**config.mk**
```make
export PLATFORM = sky130hd
export DESIGN_NAME = ascon_perm_ctrl
export DESIGN_NICKNAME = d
export VERILOG_FILES = /design/src/rtl/ascon_pack.sv /design/src/rtl/ascon_xor_end.sv /design/src/rtl/ascon_perm_ctrl.sv
export SDC_FILE = /design/constraint.sdc
export NUM_CORES = 1
export LEC_CHECK = 0
export CAP_MARGIN = 30
export CORE_AREA = 2 2 611 613
export CTS_BUF_LIST = sky130_fd_sc_hd__clkbuf_8 sky130_fd_sc_hd__clkbuf_16
export CTS_CLUSTER_DIAMETER = 200
export CTS_CLUSTER_SIZE = 28
export DETAILED_ROUTE_END_ITERATION = 16
export DIE_AREA = 0 0 613 615
export GPL_TIMING_DRIVEN = 0
export PLACE_DENSITY_LB_ADDON = 0.1
export SYNTH_ARGS = -nofsm -noshare
export SYNTH_HDL_FRONTEND = slang
export SYNTH_HIERARCHICAL = 1
export SYNTH_SLANG_ARGS = --single-unit
```
**constraint.sdc**
```tcl
create_clock -name clock_i -period 2.8 [get_ports clock_i]
set_clock_uncertainty 0.15 [all_clocks]
set_input_delay 0.56 -clock clock_i [delete_from_list [all_inputs] [get_ports clock_i]]
set_output_delay 0.56 -clock clock_i [all_outputs]
set_load 0.02 [all_outputs]
```
**src/rtl/ascon_pack.sv**
```systemverilog
// rtl/ascon_pack.sv - shared ASCON state type and permutation-controller constants
package ascon_pack;

   // x0 is element 0, x4 is element 4
   typedef logic [4:0][63:0] type_state;

   typedef enum logic [1:0] {
      IDLE,
      RUN,
      FINISH
   } type_perm_ctrl_fsm;

   localparam logic [3:0] LAST_ROUND    = 4'd11;
   localparam logic [3:0] FIRST_ROUND_A = 4'd0;
   localparam logic [3:0] FIRST_ROUND_B = 4'd6;

endpackage

```
**src/rtl/ascon_xor_end.sv**
```systemverilog
// rtl/ascon_xor_end.sv - conditional key XOR into x3/x4 after the last round
module ascon_xor_end
   import ascon_pack::*;
(
   input  type_state    state_i,
   input  logic [127:0] key_i,
   input  logic         en_i,
   output type_state    state_o
);

   always_comb begin
      state_o = state_i;
      if (en_i) begin
         state_o[3] = state_i[3] ^ key_i[127:64];
         state_o[4] = state_i[4] ^ key_i[63:0];
      end
   end

endmodule

```
**src/rtl/ascon_perm_ctrl.sv**
```systemverilog
// rtl/ascon_perm_ctrl.sv - round sequencer and state-XOR stage ahead of the ASCON permutation
// Optional abort input enabled by ASCON_PERM_CTRL_ABORT_EN.
module ascon_perm_ctrl
   import ascon_pack::*;
#(
   parameter int unsigned NB_ROUNDS_A = 12,
   parameter int unsigned NB_ROUNDS_B = 6
) (
   input  logic         clock_i,
   input  logic         resetb_i,
   input  logic         start_i,
   input  logic         mode_i,
   input  logic         xor_data_i,
   input  logic         xor_key_end_i,
`ifdef ASCON_PERM_CTRL_ABORT_EN
   input  logic         abort_i,
`endif
   input  type_state    state_i,
   input  logic [63:0]  data_i,
   input  logic [127:0] key_i,
   input  type_state    perm_state_i,
   output logic         select_o,
   output logic [3:0]   roundp_o,
   output type_state    perm_state_o,
   output logic [63:0]  cipher_o,
   output type_state    state_o,
   output logic         busy_o,
   output logic         done_o
);

   localparam logic [3:0] FIRST_A = 4'(12 - NB_ROUNDS_A);
   localparam logic [3:0] FIRST_B = 4'(12 - NB_ROUNDS_B);

   type_perm_ctrl_fsm state_q, state_d;
   logic [3:0]        cnt_q, cnt_d;
   logic [3:0]        first_round;
   logic              mode_q;
   logic              xor_key_end_q;
   logic              accept;
   logic              complete;
   logic              abort;
   type_state         perm_begin;
   type_state         state_end;

`ifdef ASCON_PERM_CTRL_ABORT_EN
   assign abort = abort_i;
`else
   assign abort = 1'b0;
`endif

   assign first_round = mode_q ? FIRST_B : FIRST_A;

   always_comb begin
      perm_begin = state_i;
      if (xor_data_i) begin
         perm_begin[0] = state_i[0] ^ data_i;
      end
   end

   always_comb begin
      state_d  = state_q;
      cnt_d    = cnt_q;
      accept   = 1'b0;
      complete = 1'b0;
      select_o = 1'b0;
      roundp_o = 4'd0;
      case (state_q)
         IDLE: begin
            if (start_i) begin
               accept  = 1'b1;
               cnt_d   = mode_i ? FIRST_B : FIRST_A;
               state_d = RUN;
            end
         end
         RUN: begin
            roundp_o = cnt_q;
            // only the first round takes the freshly latched state; later rounds iterate
            select_o = (cnt_q == first_round);
            if (abort) begin
               state_d = IDLE;
            end else if (cnt_q == LAST_ROUND) begin
               state_d = FINISH;
            end else begin
               cnt_d = cnt_q + 4'd1;
            end
         end
         FINISH: begin
            state_d = IDLE;
            if (!abort) begin
               complete = 1'b1;
            end
         end
         default: state_d = IDLE;
      endcase
   end

   ascon_xor_end u_xor_end (
      .state_i (perm_state_i),
      .key_i   (key_i),
      .en_i    (xor_key_end_q),
      .state_o (state_end)
   );

   always_ff @(posedge clock_i or negedge resetb_i) begin
      if (!resetb_i) begin
         state_q       <= IDLE;
         cnt_q         <= 4'd0;
         mode_q        <= 1'b0;
         xor_key_end_q <= 1'b0;
         perm_state_o  <= '0;
         cipher_o      <= 64'd0;
         state_o       <= '0;
         busy_o        <= 1'b0;
         done_o        <= 1'b0;
      end else begin
         state_q <= state_d;
         cnt_q   <= cnt_d;
         busy_o  <= (state_d != IDLE);
         done_o  <= complete;
         if (accept) begin
            mode_q        <= mode_i;
            xor_key_end_q <= xor_key_end_i;
            perm_state_o  <= perm_begin;
            cipher_o      <= state_i[0] ^ data_i;
         end
         if (complete) begin
            state_o <= state_end;
         end
      end
   end

endmodule

```
======== Word level (Yosys, flattened, before mapping) ========
Index checks and enable logic that the tools add are counted.
word-level totals
  register bits after elaboration ......... 714
  input bits .............................. 838
  output and inout port bits .............. 711
  word-level logic and storage cells ...... 46
cells by class
  add/subtract/negate cells ............... 1
  equality and inequality tests ........... 6
  mux-type cells .......................... 15
  bitwise logic cells ..................... 3
  reduce and logical (&&, ||, !) cells .... 4
operators by type and width
  cell                                            number
  bitwise XOR 64 bit                              3
  two-way mux 128 bit                             1
  two-way mux 64 bit                              1
  two-way mux 4 bit                               3
  one-hot mux 4 bit (2 select lines)              1
  two-way mux 3 bit                               2
  adder 4 x 1 -> 4 bit (second input constant)    1
  == test 4 x 3 -> 1 bit                          1
  == test 4 bit (second input constant)           1
  two-way mux 1 bit                               4
  two-way mux 2 bit                               2
  inequality test 2 bit (second input constant)   2
  one-hot mux 2 bit (2 select lines)              1
  nonzero test 2 bit                              2
  AND reduction 3 bit                             1
  == test 2 x 1 -> 1 bit (second input constant)  1
  == test 2 bit (second input constant)           1
  zero test 2 bit                                 1

======== Longest topological paths before layout ========
Gate-level depths: netlist of the first run.
  depth in word-level cells ............... 4
  gate-level depth with buffers ........... 6

======== Hierarchy ========
The synthesis of the first run kept the hierarchy.
modules (own cells, without submodules)
  module           times used  cells an instance  area an instance (µm²)  seq. area each (µm²)
  ascon_perm_ctrl  1           1870               27797.9                 17867.1
  ascon_xor_end    1           462                3196.8                  0.0

======== Worst setup path before layout of the first run ========
No wires, ideal clock.
  path kind ............................... flip-flop to output port
  start ................................... register cnt_q[2]
  end ..................................... output select_o
  arrival time ............................ 1.881 ns
  slack ................................... 0.209 ns
  stages on the path, launching flop included .. 3
  cell sequence ........................... dfrtp_1 -> or3_1 -> a2111oi_0
between the ends
  longest elaborated chain between the ends .. 2
ends and longest elaborated chain
  item                    RTL line                text
  from (decl)             ascon_perm_ctrl.sv:35   logic [3:0] cnt_q, cnt_d;
  from (signal assigned)  ascon_perm_ctrl.sv:117  cnt_q <= cnt_d;
  == test 4 x 3 -> 1 bit  ascon_perm_ctrl.sv:78   select_o = (cnt_q == first_round);
  two-way mux 1 bit       ascon_perm_ctrl.sv:67   case (state_q)
  to (decl)               ascon_perm_ctrl.sv:22   output logic select_o,
No other way between the ends.

======== Worst setup path after layout of the first run ========
  start ................................... register cnt_q[1]
  end ..................................... output select_o
Same word-level chain as after synthesis.

==> results of run 1 <==
==> per-stage QoR <==
stage	cell area, um^2	utilization, %	hold WS, ns	power [mW]	setup TNS, ns
finish	54220	14.62	0.2680	52.89	-0.05037
floorplan	30990	-	0.1144	28.85	0
detailed placement	51030	13.76	0.3238	46.77	-138.72
global route	54150	14.60	0.1955	56.16	-0.1869
global placement	50780	13.69	0.3175	46.97	-
CTS	54070	14.58	0.1510	54.75	-0.2112
==> cell usage in the layout, fill, tap and decap left out, types with 2 or more instances in the layout <==
| master | instances |
|---|---|
| buf_8 | 2 |
| and2_1 | 3 |
| nand3_1 | 2 |
| buf_4 | 207 |
| buf_6 | 47 |
| dfrtp_1 | 709 |
| buf_2 | 48 |
| buf_1 | 5 |
| clkinv_8 | 3 |
| dlygate4sd3_1 | 193 |
| mux2_1 | 390 |
| diode_2 | 31 |
| dlygate4sd2_1 | 25 |
| nor2_1 | 132 |
| clkbuf_16 | 38 |
| dfrtp_2 | 5 |
| nand2_1 | 193 |
| clkdlybuf4s50_1 | 1323 |
| inv_16 | 2 |
| buf_16 | 9 |
| xnor2_1 | 193 |
| clkdlybuf4s15_2 | 4 |
| clkinv_16 | 2 |
| mux2_2 | 191 |
| a21oi_1 | 129 |
| inv_6 | 2 |
| nor2b_1 | 2 |
| clkinv_2 | 2 |
| xor2_1 | 64 |
==> registers in the layout, indices dropped and copies added (netlist names), 2 cells and up <==
name,count
perm_state_o,320
state_o,320
cipher_o,64
cnt_q,4
state_q,2
==> power by group through the flow <==
stage / combinational [mW] / clock, mW / sequential, mW
floorplan: 5.83 / 0 / 23.0
global placement: 28.9 / 0 / 18.1
detailed placement: 28.8 / 0 / 18.0
CTS: 29.1 / 7.81 / 17.8
global route: 29.7 / 8.00 / 18.4
finish: 28.0 / 7.15 / 17.7
==> routing by layer <==
| layer | up-vias | routed length [um] | global-route usage, % |
|---|---|---|---|
| met4 | 50 | 2816 | 1.314 |
| li1 | 10800 | - | - |
| met5 | - | 310 | 0 |
| met1 | 12300 | 85620 | 12.75 |
| met2 | 780 | 118900 | 21.82 |
| met3 | 186 | 16100 | 3.475 |
==> layout make-up <==
cell class	count	area (um^2)	area share, %
Clock inverter	12	187.7	0.3461
Timing Repair Buffer	1561	15800	29.13
Tap cell	4972	6221	11.47
Sequential cell	714	17870	32.96
Inverter	1	3.754	0.006922
Multi-Input combinational cell	1311	10840	19.99
Clock buffer	36	900.9	1.661
Antenna cell	31	77.57	0.1431
Buffer	306	2327	4.292
==> cell families (layout without fill, tap and decap cells) <==
kind of cell | after synthesis | count (layout) | synth area share, %
AO/OA/AOI/OAI | 132 | 132 | 2.180
XOR/XNOR | 257 | 257 | 7.262
adder cells (fa/ha/maj) | 1 | 1 | 0.04036
buffers and inverters | 307 | 1916 | 7.492
flip-flops | 714 | 714 | 57.65
multiplexers | 582 | 582 | 21.14
other | 0 | 31 | 0
AND/OR/NAND/NOR | 339 | 339 | 4.239
==> critical path, stage by stage, from the launching register on <==
cell and delay, ns:
dfrtp_2 0.45, or3_4 0.39, a2111oi_4 0.39, buf_6 0.19
==> timing repair <==
action / CTS / global route
cloned: 0 / 2
setup endpoints to repair: 133 / 97
pin swaps: 0 / 2
setup buffers: 0 / 0
hold buffers: 194 / 0
resized for setup: 54 / 6
endpoints found under the hold margin: 252 / 0
==> worst min path at each step <==
stage                 startpoint                 to  slack [ns]  cells after the start
floorplan               resetb_i             busy_o        0.11                      0
global placement     state_o[17]        state_o[17]        0.32                      1
detailed placement  state_o[292]       state_o[292]        0.32                      1
CTS                 state_i[133]  perm_state_o[133]        0.15                      2
global route        state_i[142]  perm_state_o[142]        0.20                      2
finish              state_i[133]  perm_state_o[133]        0.27                      2
==> results.md, run 1 <==
- Outcome: complete, but fails checks
- Failing checks: setup timing
- First-pass GRT wire length: approximately 290 mm
- Largest cells by area after synthesis: dfrtp_1 (58%), mux2_1 (14%), mux2_2 (6.9%)
- # setup viols final: 1
- Clock power share: between 10 and 15%
- Yosys Warn Count: 6
- Post-Synthesis Cell Area: approximately 31000 um^2
- CP endpoint kind: output pin
- Cell variety after synth: 28
- Area growth syn-to-layout: 74.94%
- CTS root buf: clkbuf_16
- Post-route ant nets: 0
- Share of cells above drive strength 1: between 10% and 20%
- FF-to-FF End: perm_state_o[16]
- CP required: roughly 2.1 ns
- Sw frac: 43.63%
- All-Layer GR Usage: a little under an eighth
- Async set or reset register ratio after synthesis: 100.0%
- Crit path from: cnt_q[1]
- Most frequent cell after synthesis: dfrtp_1
- # Max-Cap Violations: 0
- DR vias: about 24000
- DP Wirelength: about 190 mm
- CTS Sinks: 714
- Die ar.: 377000 um^2
- Ports: approximately 1500
- Vias per Instance: between 2 and 3
- Fin cells: 8944
- R2r startpoint: state_q[1]
- Pwr Density: between 900 and 1000 nW/um^2
- Worst IR Drop VDD: ~400 uV
- Register bit total from synthesis: 714
- Worst Setup Start Kind: register
- Antenna violations before repair: between 90 and 100
- Mapped Nets: ~3200
- IO buf count: ~1400
- GRT Residual Overflow: 0
- Number of cells after detailed placement: ~8700
- Die H: 615 um
- H-tree levels: 2
- Top post-synthesis cells by count: dfrtp_1 (714), mux2_1 (390), buf_4 (205)
- Place WS: -0.6240 ns
- Worst r2r path cells: 5
- Synth top area share: 57.65%
- Slew of the pin with the lowest slew margin: slightly below 0.8 ns
- Max transition margin: roughly half
- CTS tree: built
- Peak Freq: between 300 and 400 MHz
- Filler cell count: around 42000
- Initial core utilization: roughly 8.4%
- RSZ-0062 raised after global routing: true
- Gate power share: 52.9%
- Starting DRT DRC Count: approximately 800
- Vias in the first global route: between 20000 and 30000
- Post-route DRC: 0
- Main synth FF type: dfrtp_1
- Sequential area share after synthesis: roughly 58%
- Hold Path Class: in2reg
- Tmin final: about 2.9 ns
- Syn Inst Count: about 2300
- Sw power: ~23 mW
- Cell taking the most area after synthesis: dfrtp_1
- Pint: slightly below 30 mW
- Max Slew Vio Count: 0
- Fin. Hold Viols: 0
- Leak: 21.76 nW
- WL final: 223.8 mm
- Final worst slack: -0.05037 ns
- # rows: ~220
- Final GP Congestion: roughly 0.8
- Reg power frac: 33.5%
- Post-synth EDFFs: 0
- Mean post-synth cell area: 13.29 um^2
- Worst-Skew Late Latency: 0.71 ns
- First drt pass iteration count: 5
- Reg2reg setup slack: approximately 0.31 ns
- Crit Path Class: reg2out
- Crit share post-route: 101.8%
- Num CTS Buffers: 35
- Worst-path maximum fanout: 6
- Clock-pin slew on the worst setup and hold paths: 0.13 ns
- Worst Path Arrival: 2.14 ns
- Core Box Area: roughly 370000 um^2
- Clock Path Buffers: 3
- Largest net degree at the start of global routing: between 90 and 100
- Chip width: between 600 and 700 um
- Drt wl/cell: between 20 and 30 um
- Final #Nets: between 4000 and 5000
- Worst Setup EP: select_o
Power figures use the tool's default switching activity.
==> run 2: changes to the inputs <==
==> constraint.sdc (replaced) <==
create_clock -name clock_i -period 2.8 [get_ports clock_i]
set_clock_uncertainty 0.15 [all_clocks]
set_input_delay 0.42 -clock clock_i [delete_from_list [all_inputs] [get_ports clock_i]]
set_output_delay 0.42 -clock clock_i [all_outputs]
set_load 0.02 [all_outputs]
==> run 2 against run 1 <==
Net effect:
- the run now ends clean
- clock power about the same
- register-to-register slack worse by 0.02 ns
- sequential power about the same
- cell count down 0.13%
- largest power group unchanged
==> results.md, run 2 (synthesis results as in run 1) <==
- Peak Freq: 369.1 MHz (+5.2%)
- Worst Path Arrival: 2.14 ns (about the same)
- Largest registers: perm_state_o: 320 flops, state_o: 320 flops, cipher_o: 64 flops
- Filler cell count: 41630 (-0.0096%)
- Pint: 29.88 mW (+0.24%)
- Sw power: 23.09 mW (about the same)
- Initial core utilization: 8.359% (unchanged)
- Drt wl/cell: 25.04 um (about the same)
- Max transition margin: 50.52% (+2.2 points)
- Die H: 615 um (unchanged)
- RSZ-0062 raised after global routing: true
- Fin. Hold Viols: 0 (unchanged)
- Place WS: -0.4840 ns (+0.1400 ns)
- # setup viols final: 0 (-1)
- Area growth syn-to-layout: 74.91% (about the same)
- Ports: 1549 (unchanged)
- Pwr Density: 977.1 nW/um^2 (+0.18%)
- Final worst slack: 0.09106 ns (+0.1414 ns)
- Gate power share: 53.0% (about the same)
- DR vias: 24180 (+0.30%)
- Reg power frac: 33.5% (about the same)
- Worst Setup Start Kind: register
- Worst-Skew Late Latency: 0.71 ns (about the same)
- CTS root buf: clkbuf_16
- Clock power share: 13.5% (about the same)
- Most common cell after layout, fill and taps aside: clkdlybuf4s50_1
- All-Layer GR Usage: 11.51% (about the same)
- Clock-pin slew on the worst setup and hold paths: 0.13 ns (about the same)
- CTS tree: built
- Dpl cell area: 51030 um^2 (unchanged)
- DP Wirelength: 187.8 mm (unchanged)
- Final #Nets: 4769 (unchanged)
- Most frequent cells in the layout: clkdlybuf4s50_1 (1340), dfrtp_1 (711), mux2_1 (390)
- Outcome: finished, final reports clean
- First drt pass iteration count: 4 (-1)
- Tmin final: 2.709 ns (-0.1414 ns)
- GRT Residual Overflow: 0 (unchanged)
- First-pass GRT wire length: 286.2 mm (about the same)
- CP required: 2.23 ns (+0.14 ns)
- CTS Sinks: 714 (unchanged)
- H-tree levels: 2 (unchanged)
- Sw frac: 43.59% (-0.045 points)
- Final GP Congestion: 0.8006 (unchanged)
- CP endpoint kind: output pin
- Worst IR Drop VDD: 400.6 uV (about the same)
- Crit Path Class: reg2out
- Largest net degree at the start of global routing: 95 (unchanged)
- Area of the multi-input gates: 10840 um^2 (unchanged)
- IO buf count: 1355 (unchanged)
- Post-route ant nets: 0 (unchanged)
- Die ar.: 377000 um^2 (unchanged)
- Crit share post-route: 96.75% (-5.1 points)
- WL final: 223.6 mm (about the same)
- Leak: 21.72 nW (-0.16%)
- Share of cells above drive strength 1: 14.31% (-0.10 points)
- Hold Path Class: in2reg
- Post-route DRC: 0 (unchanged)
- Core Box Area: 370800 um^2 (unchanged)
- Max Slew Vio Count: 0 (unchanged)
- Worst-path maximum fanout: 6 (unchanged)
- Antenna violations before repair: 99 (+1.0%)
- Vias in the first global route: 26100 (+0.065%)
- Slew of the pin with the lowest slew margin: 0.7423 ns (-0.02693 ns)
- Chip width: 613 um (unchanged)
- Clock Path Buffers: 3 (unchanged)
- # Max-Cap Violations: 0 (unchanged)
- Register Area: 17870 um^2 (about the same)
- Final Power: 52.97 mW (+0.16%)
- Starting DRT DRC Count: 814 (+0.37%)
- Num CTS Buffers: 35 (unchanged)
- Post-layout util: 14.62% (about the same)
- Final Instance Area: 54210 um^2 (about the same)
- Post-CTS setup buffers: 0 (unchanged)
- Vias per Instance: 2.708 (+0.43%)
- # rows: 224 (unchanged)
run 2: cell types whose count changed in the layout (fill, tap and decap cells not counted):
cell,change
dfrtp_2,-2
buf_16,+1
clkdlybuf4s15_2,-2
dlymetal6s2s_1,+1
dfrtp_1,+2
dlygate4sd2_1,-16
diode_2,-12
clkbuf_16,-1
clkdlybuf4s50_1,+17
run 2: cell type report:
type                    count  area share, %
inverters                   1       0.006924
clock buffers              36          1.662
well taps                4972          11.48
clock inverters            12         0.3462
plain buffers             306          4.293
repair buffers           1561          29.18
diodes                     19        0.08770
multi-input cells        1311          19.99
flip-flops and latches    714          32.96
run 2: timing repair:
item,4_1_cts,5_1_grt
hold buffers,195,0
gates resized for setup,32,5
cloned,0,1
pin swaps,0,2
setup endpoints to repair,114,96
endpoints found under the hold margin,263,0
run 2: path summary, 6_finish.rpt:
check / start / endpoint / slack (ns) / cells past startpoint
worst max-delay path: cnt_q[1] / select_o / 0.09 / 3
worst min-delay path: state_i[133] / perm_state_o[133] / 0.13 / 2
worst max register to register: state_q[1] / perm_state_o[16] / 0.29 / 6
worst min register to register: state_o[207] / state_o[207] / 0.34 / 1
max in group asynchronous: resetb_i / state_o[103] / 0.22 / 7
min in group asynchronous: resetb_i / perm_state_o[12] / 0.16 / 3
run 2: worst max-delay path, cell delays in order, from the launching register on:
cell and delay (ns):
dfrtp_2 0.45, or3_4 0.39, a2111oi_4 0.39, buf_6 0.19
run 2: per-stage QoR:
stage | setup TNS, ns | hold WS, ns | std cells
finish | 0 | 0.1297 | 8932
global placement | - | 0.3175 | 8659
global route | -0.04444 | 0.05550 | 8916
detailed placement | -78.79 | 0.2962 | 8669
floorplan | 0 | -0.02559 | 2332
CTS | -0.04161 | 0.01104 | 8912
run 2: power by group through the flow:
stage | clock (mW) | combinational, mW | sequential [mW]
2_1_floorplan | 0 | 5.83 | 23.0
3_3_place_gp | 0 | 28.9 | 18.1
3_5_place_dp | 0 | 28.8 | 18.0
4_1_cts | 7.81 | 29.2 | 17.8
5_1_grt | 8.00 | 29.8 | 18.4
6_report | 7.14 | 28.1 | 17.7
run 2: layer usage:
layer  wire, um  GRT usage (%)  vias up
met4       2868          1.309       50
li1           -              -    10780
met3      15610          3.484      206
met1      85960          12.75    12340
met2     118900          21.86      804
met5        310              0        -
